**src/rtl/uart_tx_fifo_drain_if.sv**
```systemverilog
// uart_tx_fifo_drain_if
//   Groups the FIFO read port, the transmit gate and the UART status signals
//   that uart_tx_fifo_drain uses.
//   Parameter: DATA_WIDTH - FIFO byte width.
//   Signals:
//     tx_enable   1 = new frames may start
//     fifo_empty  1 = FIFO holds no data
//     fifo_data   FIFO registered read data, valid the cycle after fifo_rd_en
//     fifo_rd_en  one-cycle pop request to the FIFO
//     tx          UART serial line, idle high
//     busy        transmitter is not idle
//     frame_done  one-cycle pulse on the last stop-bit cycle
//   Modports: master = the drain/transmitter, slave = FIFO + line side.
interface uart_tx_fifo_drain_if #(
  parameter int DATA_WIDTH = 8
);
  logic                  tx_enable;
  logic                  fifo_empty;
  logic [DATA_WIDTH-1:0] fifo_data;
  logic                  fifo_rd_en;
  logic                  tx;
  logic                  busy;
  logic                  frame_done;

  modport master (
    input  tx_enable,
    input  fifo_empty,
    input  fifo_data,
    output fifo_rd_en,
    output tx,
    output busy,
    output frame_done
  );

  modport slave (
    output tx_enable,
    output fifo_empty,
    output fifo_data,
    input  fifo_rd_en,
    input  tx,
    input  busy,
    input  frame_done
  );
endinterface

```
**src/rtl/uart_tx_fifo_drain.sv**
```systemverilog
// uart_tx_fifo_drain
//   Pops bytes one at a time from the byte FIFO and serialises each as an
//   8N1 (or 8E1) UART frame, LSB first.
//   Parameters:
//     DATA_WIDTH    byte width, must match the FIFO
//     CLKS_PER_BIT  clk cycles per UART bit (2..65535)
//   Ports:
//     clk  rising-edge system clock
//     rst  synchronous active-high reset (aborts any frame in flight)
//     bus  uart_tx_fifo_drain_if.master: tx_enable, fifo_empty, fifo_data in;
//          fifo_rd_en, tx, busy, frame_done out (all registered)
//   Build option:
//     UART_TX_PARITY_EN  when defined, an even-parity bit is sent between the
//                        last data bit and the stop bit (11-bit frame).
module uart_tx_fifo_drain #(
  parameter int DATA_WIDTH   = 8,
  parameter int CLKS_PER_BIT = 868
) (
  input  logic                   clk,
  input  logic                   rst,
  uart_tx_fifo_drain_if.master   bus
);

  localparam int                   BIT_CNT_W = (DATA_WIDTH > 1) ? $clog2(DATA_WIDTH) : 1;
  localparam logic [15:0]          CLK_LAST  = 16'(CLKS_PER_BIT - 1);
  localparam logic [15:0]          CLK_DONE  = 16'(CLKS_PER_BIT - 2);
  localparam logic [BIT_CNT_W-1:0] BIT_LAST  = BIT_CNT_W'(DATA_WIDTH - 1);

`ifdef UART_TX_PARITY_EN
  typedef enum logic [2:0] {IDLE, REQ, WAIT, START, DATA, PARITY, STOP} state_t;
`else
  typedef enum logic [2:0] {IDLE, REQ, WAIT, START, DATA, STOP} state_t;
`endif

  state_t                state;
  logic [15:0]           clk_cnt;
  logic [BIT_CNT_W-1:0]  bit_cnt;
  logic [DATA_WIDTH-1:0] shift_reg;
  logic                  tx_q;
  logic                  rd_en_q;
  logic                  busy_q;
  logic                  done_q;
`ifdef UART_TX_PARITY_EN
  logic                  parity_bit;
`endif

  assign bus.tx         = tx_q;
  assign bus.fifo_rd_en = rd_en_q;
  assign bus.busy       = busy_q;
  assign bus.frame_done = done_q;

  // Data register: loaded while the FIFO read data is valid (WAIT), shifted
  // at the end of every data bit so that shift_reg[1] is always the next bit.
  always_ff @(posedge clk) begin
    if (state == WAIT) begin
      shift_reg  <= bus.fifo_data;
`ifdef UART_TX_PARITY_EN
      parity_bit <= ^bus.fifo_data;
`endif
    end else if (state == DATA && clk_cnt == CLK_LAST) begin
      shift_reg <= shift_reg >> 1;
    end
  end

  // Control FSM with registered outputs.
  always_ff @(posedge clk) begin
    if (rst) begin
      state   <= IDLE;
      clk_cnt <= '0;
      bit_cnt <= '0;
      tx_q    <= 1'b1;
      rd_en_q <= 1'b0;
      busy_q  <= 1'b0;
      done_q  <= 1'b0;
    end else begin
      rd_en_q <= 1'b0;
      done_q  <= 1'b0;
      case (state)
        IDLE: begin
          if (bus.tx_enable && !bus.fifo_empty) begin
            state   <= REQ;
            rd_en_q <= 1'b1;
            busy_q  <= 1'b1;
          end
        end
        REQ: begin
          state <= WAIT;
        end
        // FIFO data is valid this cycle; shift_reg captures it on this edge.
        WAIT: begin
          state   <= START;
          tx_q    <= 1'b0;
          clk_cnt <= '0;
        end
        START: begin
          if (clk_cnt == CLK_LAST) begin
            clk_cnt <= '0;
            bit_cnt <= '0;
            state   <= DATA;
            tx_q    <= shift_reg[0];
          end else begin
            clk_cnt <= clk_cnt + 16'd1;
          end
        end
        DATA: begin
          if (clk_cnt == CLK_LAST) begin
            clk_cnt <= '0;
            if (bit_cnt == BIT_LAST) begin
              bit_cnt <= '0;
`ifdef UART_TX_PARITY_EN
              state   <= PARITY;
              tx_q    <= parity_bit;
`else
              state   <= STOP;
              tx_q    <= 1'b1;
`endif
            end else begin
              bit_cnt <= bit_cnt + BIT_CNT_W'(1);
              tx_q    <= shift_reg[1];
            end
          end else begin
            clk_cnt <= clk_cnt + 16'd1;
          end
        end
`ifdef UART_TX_PARITY_EN
        PARITY: begin
          if (clk_cnt == CLK_LAST) begin
            clk_cnt <= '0;
            state   <= STOP;
            tx_q    <= 1'b1;
          end else begin
            clk_cnt <= clk_cnt + 16'd1;
          end
        end
`endif
        // frame_done is raised one edge early so the registered pulse lands
        // on the final stop-bit cycle.
        STOP: begin
          if (clk_cnt == CLK_LAST) begin
            clk_cnt <= '0;
            state   <= IDLE;
            busy_q  <= 1'b0;
          end else begin
            clk_cnt <= clk_cnt + 16'd1;
            done_q  <= (clk_cnt == CLK_DONE);
          end
        end
        default: begin
          state  <= IDLE;
          tx_q   <= 1'b1;
          busy_q <= 1'b0;
        end
      endcase
    end
  end

endmodule

```
**src/flat_wrapper.sv**
```systemverilog
// flat-port wrapper written by rule: the top's interface ports become plain ports
module uart_tx_fifo_drain_flat 
#(
  parameter int DATA_WIDTH   = 8,
  parameter int CLKS_PER_BIT = 868
)
  (clk, rst, bus_tx_enable, bus_fifo_empty, bus_fifo_data, bus_fifo_rd_en, bus_tx, bus_busy, bus_frame_done);
  uart_tx_fifo_drain_if #(.DATA_WIDTH(DATA_WIDTH)) bus_i ();
  input  logic clk;
  input  logic rst;
  input wire logic [$bits(bus_i.tx_enable)-1:0] bus_tx_enable;
  input wire logic [$bits(bus_i.fifo_empty)-1:0] bus_fifo_empty;
  input wire logic [$bits(bus_i.fifo_data)-1:0] bus_fifo_data;
  output wire logic [$bits(bus_i.fifo_rd_en)-1:0] bus_fifo_rd_en;
  output wire logic [$bits(bus_i.tx)-1:0] bus_tx;
  output wire logic [$bits(bus_i.busy)-1:0] bus_busy;
  output wire logic [$bits(bus_i.frame_done)-1:0] bus_frame_done;
  assign bus_i.tx_enable = bus_tx_enable;
  assign bus_i.fifo_empty = bus_fifo_empty;
  assign bus_i.fifo_data = bus_fifo_data;
  assign bus_fifo_rd_en = bus_i.fifo_rd_en;
  assign bus_tx = bus_i.tx;
  assign bus_busy = bus_i.busy;
  assign bus_frame_done = bus_i.frame_done;
  uart_tx_fifo_drain #(.DATA_WIDTH(DATA_WIDTH), .CLKS_PER_BIT(CLKS_PER_BIT)) u_core (.clk(clk), .rst(rst), .bus(bus_i));
endmodule
```
**config.mk**
```make
export PLATFORM = sky130hd
export DESIGN_NAME = uart_tx_fifo_drain_flat
export DESIGN_NICKNAME = d
export VERILOG_FILES = /design/src/rtl/uart_tx_fifo_drain_if.sv /design/src/rtl/uart_tx_fifo_drain.sv /design/src/flat_wrapper.sv
export SDC_FILE = /design/constraint.sdc
export NUM_CORES = 1
export LEC_CHECK = 0
export ABC_CLOCK_PERIOD_IN_PS = 3600
export CELL_PAD_IN_SITES_DETAIL_PLACEMENT = 2
export CELL_PAD_IN_SITES_GLOBAL_PLACEMENT = 2
export CORE_MARGIN = 2
export CORE_UTILIZATION = 38
export DETAILED_ROUTE_END_ITERATION = 12
export GPL_TIMING_DRIVEN = 1
export PLACE_DENSITY = 0.91
export SETUP_SLACK_MARGIN = 0.05
export SYNTH_ARGS = -nofsm -noshare
export SYNTH_HDL_FRONTEND = slang
export SYNTH_SLANG_ARGS = --single-unit
```
**constraint.sdc**
```tcl
create_clock -name clk -period 3.6 [get_ports clk]
set_input_delay 1.08 -clock clk [delete_from_list [all_inputs] [get_ports clk]]
set_output_delay 1.08 -clock clk [all_outputs]
set_load 0.005 [all_outputs]
```
==> results.md <==
* Result of the run: complete, no violations
* First DRT Iteration DRCs at 77
* Starting density of the core at 40.0%
* Crit path time final at 2.59 ns
* Largest register FFs at 16
* Number of detailed-route iterations in the first pass at 4
* Port Buffers at 15
* DR DRC count at 0
* H-tree levels at 2
* Synthesized instance count at 193
* Slowest CP cell: nor2_1
* Complex-gate fraction of the synthesized area at 15.1%
* Wirelength per Cell at 18.3 µm
* Filler instances at 489
* Syn. warnings at 0
* Critical path endpoint category: flop
* Initial antenna violation count at 0
* Vias per cell at 5.73
* Area Overhead vs Synth at 15.5%
* Final wirelength at 4790 µm
* Clk pin slew, worst setup/hold paths at 0.07 ns
* Post-synth EDFFs at 8
* Slew headroom at 49.4%
* # rows at 24
* Detail Placement HPWL at 3430 µm
* Post-CTS setup buffer count at 0
* WP data required at 3.82 ns
* Chip height at 71.9 µm
* GRT Overall Usage at 20.8%
* Non-Filler Instances at 262
* Routed Antenna Nets at 0
* Asr flop ratio synth at 0%
* Final core occ at 46.1%
* Share of cells above drive strength 1 at 10.5%
* Place WS at 0.681 ns
* Worst slew pin tran at 0.759 ns
* Setup ws final at 1.01 ns
* Syn nets at 209
* Cell Chain, Critical Path: clkdlybuf4s50_1, buf_4, a21o_1, nor2_1, o21ai_0, a31oi_1
* Core Box Area at 0.00438 mm²
* Largest net degree at the start of global routing at 19
* Worst Setup Start Kind: primary input
* Worst Hold Slack at 0.505 ns
* Gate power share at 10.6%
* Final GP Congestion at 0.769
* Sink Count at 34
* Clock Path Buffers at 2
* Max FO, Critical Path at 18
* CP Data Arrival Time at 2.82 ns
* CTS resizes at 0
* Max-Cap Viols at 0
* Inserted Diodes at 0
* Via count at 1501
* FF+latch area at 761 µm²
* Sequential share of power at 53.5%
* Distinct cells, synth at 42
* Setup violators final at 0
* Cts hold-fix bufs at 0
* Sw Share at 26.0%
* TritonCTS Buffers at 5
* Clk pwr share at 35.9%
* RSZ-0062 raised after global routing: false
* Post-Synth XOR/XNOR Area at 3.00%
* Pwr Density at 385 mW/mm²
* Worst skew pair latency at 0.30 ns
* Post-synthesis simple-gate area fraction at 26.3%
* Die area at 0.00517 mm²
* CP Class: primary input to flop
* Max Slew Vio Count at 0
* Max Freq at 0.385 GHz
* Area of the multi-input gates at 917 µm²
* Post-Syn Area at 0.00175 mm²
* Mux share of post-synthesis cell area at 5.07%
* Final Hold Viols at 0
* Main flop type after synthesis: dfxtp_1
* #FFs+latches synth at 34
* Min-delay worst type: flop to flop
* Max stage delay on crit path at 0.54 ns
* CTS root buf: clkbuf_8
* Die W at 71.9 µm
* Total gr overflow at 0
* Internal power at 576 µW
* Tcrit/Tclk final at 72.1%
* First-pass GRT wire length at 8160 µm
* Placed cells at 254
* Clock skew at 0.00298 ns
* CTS tree: built
* Setup TNS at 0 ns
* Switching power at 202 µW
* Post-synthesis sequential area ratio at 43.4%
* Top Ports at 16
* Peak VDD IR at 195 µV
* Fin nets at 225
* Leakage power at 0.745 nW
* Largest family of logic cells by synthesized area: simple AND/OR/NAND/NOR gates
* Avg Inst Size Synth at 9.08 µm²
* Vias in the first global route at 1662
* Adder and majority gate portion of the synthesized area at 2.86%
## metal layers
layer  share of wire, %  routed length [µm]  up-vias  track usage, %
met4               0.88                  42        0            6.29
met2                 54                2580       21            37.9
met5                  0                   0        -               0
li1                   -                   -      727               -
met1                 42                2020      748            23.6
met3                3.0                 144        5            5.56
## critical path, delay by kind of cell
kind / cells / cell delay [ns]
buf+inv: 2 / 0.59
simple gates: 1 / 0.54
compound gates: 3 / 0.60
## Yosys cell counts (all sizes together), types with 2 or more instances
cell type  instances  area (µm²)
clkbuf             4        15.0
a21o               7        52.6
o22ai              2        12.5
or3                6        37.5
nor2              21        78.8
nand2             12        45.0
nand3b             2        15.0
a21oi             10        50.1
nand3             11        55.1
o21ai             11        55.1
mux2               7        78.8
and4b              2        20.0
buf                3        21.3
a22oi              3        22.5
inv               10        37.5
nand2b             3        18.8
xor2               5        43.8
and3               5        31.3
nand4              2        12.5
ha                 4        50.1
dfxtp             26         521
a31oi              6        37.5
edfxtp             8         240
nor2b              3        18.8
nor3               4        20.0
nor4               3        25.0
## cell type report
type / instances / area share (%)
Clock inverter: 3 / 0.804
Multi-Input combinational cell: 142 / 45.3
Clock buffer: 5 / 3.40
Timing Repair Buffer: 16 / 7.79
Inverter: 10 / 1.86
Tap cell: 52 / 3.22
Sequential cell: 34 / 37.6
## cell families after synthesis
logic type                 after synthesis
buffers and inverters                   17
AOI/OAI and AO/OA                       43
adders and majority gates                4
DFF                                     34
muxes                                    8
xor gates and xnor gates                 6
and+or+nand+nor                         81
## path summary, 6_finish.rpt
check             slack [ns]  cells after the start         startpoint                   to
setup / recovery        1.01                      6                rst    u_core.clk_cnt[8]
hold / removal          0.51                      2  u_core.clk_cnt[9]    u_core.clk_cnt[9]
setup reg to reg        1.40                      4  u_core.clk_cnt[1]  u_core.shift_reg[5]
hold reg to reg         0.51                      2  u_core.clk_cnt[9]    u_core.clk_cnt[9]
## layout by cell type (no fill, tap or decap), types with 2 or more instances in the layout
cell type and count:
a31oi_1 6, clkdlybuf4s50_1 15, nand2_1 12, or3_1 6, a21o_1 7, nand2b_1 3, o21ai_0 10, inv_1 10
nor2b_1 3, a22oi_1 3, nor4_1 2, o22ai_1 2, nand3b_1 2, clkbuf_8 5, edfxtp_1 8, ha_1 4
a21oi_1 10, dfxtp_1 26, and4b_1 2, mux2_2 7, nor2_1 21, nand4_1 2, nand3_1 11, and3_1 5
xor2_1 5, nor3_1 4
## per-stage QoR
stage          total power, mW  instance area, µm²
2_1_floorplan            0.473                1750
3_3_place_gp             0.499                1940
3_5_place_dp             0.508                1940
4_1_cts                  0.787                2020
5_1_grt                  0.812                2020
6_report                 0.779                2020
## power groups by stage
stage	clock [mW]	sequential [mW]	combinational, mW
after global placement	0	0.424	0.0753
final	0.280	0.417	0.0822
after floorplan	0	0.417	0.0560
after CTS	0.287	0.417	0.0836
after detailed placement	0	0.425	0.0827
after global routing	0.302	0.419	0.0914
(Power assumes the default switching activity.)
